===== src/rtl/mux_tree_pipe.sv =====
// Pipelined 2**SEL_W:1 multiplexer tree with one register stage per select bit
// and an elastic valid/ready pipeline that collapses bubbles.
module mux_tree_pipe #(
    parameter int DATA_W = 8,
    parameter int SEL_W  = 3
) (
    input  logic                          clk,
    input  logic                          rst,
    input  logic [(2**SEL_W)*DATA_W-1:0]  in_data,
    input  logic [SEL_W-1:0]              sel,
    input  logic                          in_valid,
    output logic                          in_ready,
    output logic [DATA_W-1:0]             out_data,
    output logic [SEL_W-1:0]              out_sel,
    output logic                          out_valid,
    input  logic                          out_ready
);

    logic [SEL_W-1:0] v_s;
    logic [SEL_W-1:0] ready_s;
    logic [SEL_W-1:0] adv_s;
    logic             acc_s;

    // Stage k may pass data on when out_ready is high or any later stage is empty.
    always_comb begin
        ready_s = '0;
        acc_s   = out_ready;
        for (int k = SEL_W - 1; k >= 0; k--) begin
            ready_s[k] = acc_s;
            acc_s      = acc_s | ~v_s[k];
        end
    end

    assign adv_s    = ~v_s | ready_s;
    assign in_ready = adv_s[0];

    for (genvar k = 0; k < SEL_W; k++) begin : stage_g
        localparam int W = 2**(SEL_W - 1 - k);

        logic [2*W*DATA_W-1:0] src_data_s;
        logic [SEL_W-1:0]      src_sel_s;
        logic                  src_v_s;
        logic [W*DATA_W-1:0]   nxt_s;
        logic [W*DATA_W-1:0]   data_r;
        logic [SEL_W-1:0]      sel_r;
        logic                  v_r;

        if (k == 0) begin : src_g
            assign src_data_s = in_data;
            assign src_sel_s  = sel;
            assign src_v_s    = in_valid;
        end else begin : src_g
            assign src_data_s = stage_g[k-1].data_r;
            assign src_sel_s  = stage_g[k-1].sel_r;
            assign src_v_s    = stage_g[k-1].v_r;
        end

        // Pairwise 2:1 reduction steered by this level's select bit.
        always_comb begin
            nxt_s = '0;
            for (int i = 0; i < W; i++) begin
                if (src_sel_s[k]) begin
                    nxt_s[i*DATA_W +: DATA_W] = src_data_s[(2*i+1)*DATA_W +: DATA_W];
                end else begin
                    nxt_s[i*DATA_W +: DATA_W] = src_data_s[(2*i)*DATA_W +: DATA_W];
                end
            end
        end

        // Stage register: loads when the stage advances, otherwise holds.
        always_ff @(posedge clk) begin
            if (rst) begin
                v_r    <= 1'b0;
                data_r <= '0;
                sel_r  <= '0;
            end else if (adv_s[k]) begin
                v_r    <= src_v_s;
                data_r <= nxt_s;
                sel_r  <= src_sel_s;
            end
        end

        assign v_s[k] = v_r;
    end

    assign out_data  = stage_g[SEL_W-1].data_r;
    assign out_sel   = stage_g[SEL_W-1].sel_r;
    assign out_valid = stage_g[SEL_W-1].v_r;

endmodule


===== config.mk =====
export PLATFORM = sky130hd
export DESIGN_NAME = mux_tree_pipe
export DESIGN_NICKNAME = d
export VERILOG_FILES = /design/src/rtl/mux_tree_pipe.sv
export SDC_FILE = /design/constraint.sdc
export NUM_CORES = 1
export LEC_CHECK = 0
export ABC_AREA = 1
export ABC_CLOCK_PERIOD_IN_PS = 1500
export BUFFER_PORTS_ARGS = -buffer_cell sky130_fd_sc_hd__buf_2
export CORE_MARGIN = 2
export CORE_UTILIZATION = 54
export CTS_CLUSTER_DIAMETER = 100
export DETAILED_ROUTE_END_ITERATION = 16
export GPL_TIMING_DRIVEN = 0
export PLACE_DENSITY = 0.8
export SLEW_MARGIN = 20
export SYNTH_ARGS = -nofsm -noshare
export SYNTH_HDL_FRONTEND = slang
export SYNTH_SLANG_ARGS = --single-unit

===== constraint.sdc =====
create_clock -name clk -period 1.5 [get_ports clk]
set_clock_uncertainty 0.15 [all_clocks]
set_input_delay 0.15 -clock clk [delete_from_list [all_inputs] [get_ports clk]]
set_output_delay 0.15 -clock clk [all_outputs]
set_load 0.03 [all_outputs]

==> summary.md <==
| Metric | Value |
|---|---|
| Status | finished clean |
| Top-area cell type share of the netlist area | between 30% and 40% |
| Clock transition at path regs | 0.07 ns |
| Initial antenna violation count | 0 |
| Leading area contributor after synthesis | dfxtp_1 |
| Critical Path Start Type | register |
| Top cells by count, synth | nand2_1 (198), nor2_1 (178), inv_1 (89), dfxtp_1 (68), buf_2 (21) |
| Worst hold path type | input port to register |
| Slew @ Worst Pin | just over 0.4 ns |
| Sink Count | 68 |
| GP Congestion | around 0.9 |
| Post-synth top flop | dfxtp_1 |
| Cell Rows | 29 |
| Dominant cells by area after synthesis | dfxtp_1 (39%), nand2_1 (21%), nor2_1 (19%), inv_1 (9.6%), buf_2 (3.0%) |
| Syn nets | 670 |
| Final period utilization | 93.9% |
| Post-synth EDFFs | 0 |
| DRT antenna net count | 0 |
| WP data arrival | 1.50 ns |
| Total CTS buffers | 9 |
| Synth Cell Area | 3470 um2 |
| Final wirelength | 7890 um |
| Lkg Pwr | 2.64 nW |
| Max Freq | between 700 and 800 MHz |
| Starting DRC count in detailed routing | 139 |
| Maxcap violations | 0 |
| Cells after synthesis | 599 |
| Crit Path Max Fanout | 10 |
| DRT Pass-1 Iters | 5 |
| Initial core utilization | 55.3% |
| Min Hold Slack | 0.0303 ns |
| Yosys reg bits | a little under 70 |
| Placed Area | ~4000 um2 |
| Clock Tree Buf Depth | 2 |
| Vias/cell | 4.51 |
| Ys Warns | 0 |
| Asr flop ratio synth | 0% |
| Htree depth | 3 |
| Nets | 771 |
| Total Routing Usage GR | between 20% and 30% |
| Slew headroom | 72.7% |
| Synth cell types | 15 |
| DR vias | roughly 3.5k |
| Full die area | 7090 um2 |
| Fin crit period | 1.41 ns |
| Slew Viols, Final | 0 |
| Ant diodes | 0 |
| CTS tree | built |
| Hold Vio Cnt, Final | 0 |
| Hpwl dp | 6000 um |
| Seq/Total Area, Yosys | 39.2% |
| Port buffer count | between 80 and 90 |
| Total grt overflow | 0 |
| Syn_area_per_cell | 5.80 um2 |
| Worst Path Required | 1.59 ns |
| Die width | 84.2 um |
| Share of post-route cells with drive strength above 1 | 19.0% |
| Crit path kind | register to register |
| Worst Setup End Kind | register |
| Most frequent cell after synthesis | nand2_1 |
| Peak supply drop | 0.000699 V |
| P&R area growth vs syn | 22.7% |
| Final Cell Area | about 4300 um2 |
| Largest net degree at the start of global routing | 12 |
| Routed wire per std cell | 10.1 um |
| PwrDens | 928 nW/um2 |
| IO Count | 84 |
| CORE AREA | ~6300 um2 |
| Number of global-route vias before repair | about 3.3k |
| First-pass GRT wire length | ~14000 um |
| Final setup vio count | 0 |
| Skew-Pair Late Insertion Delay | 0.35 ns |
| Util after Layout | 67.9% |
| Drt drc | 0 |
| Fillcell total | between 600 and 700 |
| CTS root buf | clkbuf_8 |
| Die height | ~84 um |
routing by layer:
layer | global-route usage (%) | vias up | part of all wire (%)
met5 | 0 | - | 0
met4 | 9.97 | 0 | 1.8
met3 | 4.72 | 13 | 5.0
met2 | 43.4 | 78 | 50
met1 | 27.4 | 1514 | 44
li1 | - | 1923 | -
cell families (layout without fill, tap and decap cells):
group	Yosys count	count (layout)	share of synthesized area [%]
flip-flops	68	68	39.2
AO/OA/AOI/OAI	30	30	4.39
buffers and inverters	122	228	14.9
AND/OR/NAND/NOR	379	379	41.5
power by group:
part           total [W]  internal [W]  switching (W)
registers        0.00196       0.00191      0.0000517
clock network    0.00142      0.000753       0.000663
logic           0.000573      0.000241       0.000332
state kept, by name (all words and copies together) (netlist names):
name and cells:
stage_g.data_r 48, out_data 8, stage_g.sel_r 6, out_sel 3
stage_g.v_r 2, out_valid 1
placed cells by master (no fill, tap or decap), drive strengths merged:
cell type / instances
nand2: 198
a21oi: 10
clkbuf: 18
dfxtp: 68
nand4: 1
bufinv: 1
nor2: 180
o21ai: 19
o21a: 1
buf: 108
clkinv: 5
dlygate4sd3: 5
inv: 91
layout make-up:
type / count / area (um2) / area share, %
well taps: 77 / 96.3 / 2.26
plain buffers: 30 / 185 / 4.35
repair buffers: 91 / 490 / 11.5
flip-flops and latches: 68 / 1360 / 32.0
clock inverters: 6 / 55.1 / 1.29
multi-input cells: 409 / 1600 / 37.6
clock buffers: 10 / 128 / 3.00
inverters: 91 / 342 / 8.02
worst max-delay path: stages (launching register included):
cell and delay [ns]:
dfxtp_1 0.31, clkbuf_4 0.18, inv_2 0.09, buf_4 0.19
nand2_1 0.09, nand2_1 0.07, nor2_1 0.16, nor2_1 0.07
path summary, 6_finish.rpt:
path                                          start                     to  slack, ns  depth (start not counted)
worst min-delay path                    in_data[30]  stage_g[0].data_r[14]       0.03                          7
worst min register to register  stage_g[0].sel_r[2]    stage_g[0].sel_r[2]       0.33                          2
worst max-delay path            stage_g[0].sel_r[1]   stage_g[1].data_r[7]       0.09                          7
worst max register to register  stage_g[0].sel_r[1]   stage_g[1].data_r[7]       0.09                          7
stage by stage:
stage                     setup TNS [ns]  power [W]  instances  worst slack (ns)
final                                  0    0.00395        782            0.0909
after global routing             -0.0152    0.00415        782           -0.0142
after CTS                              0    0.00397        780            0.0142
after detailed placement               0    0.00256        758             0.104
after global placement                 0    0.00254        758            0.0766
after floorplan                        0    0.00237        599            0.0703
repair_timing:
item / in CTS / in global routing
pin swaps: 1 / 1
resized for setup: 1 / 7
setup endpoints to repair: 1 / 30
buffers inserted: 2 / 2
endpoints found under the hold margin: 7 / 0
hold buffers: 5 / 0
No activity file was read; power rests on OpenSTA's default activity.
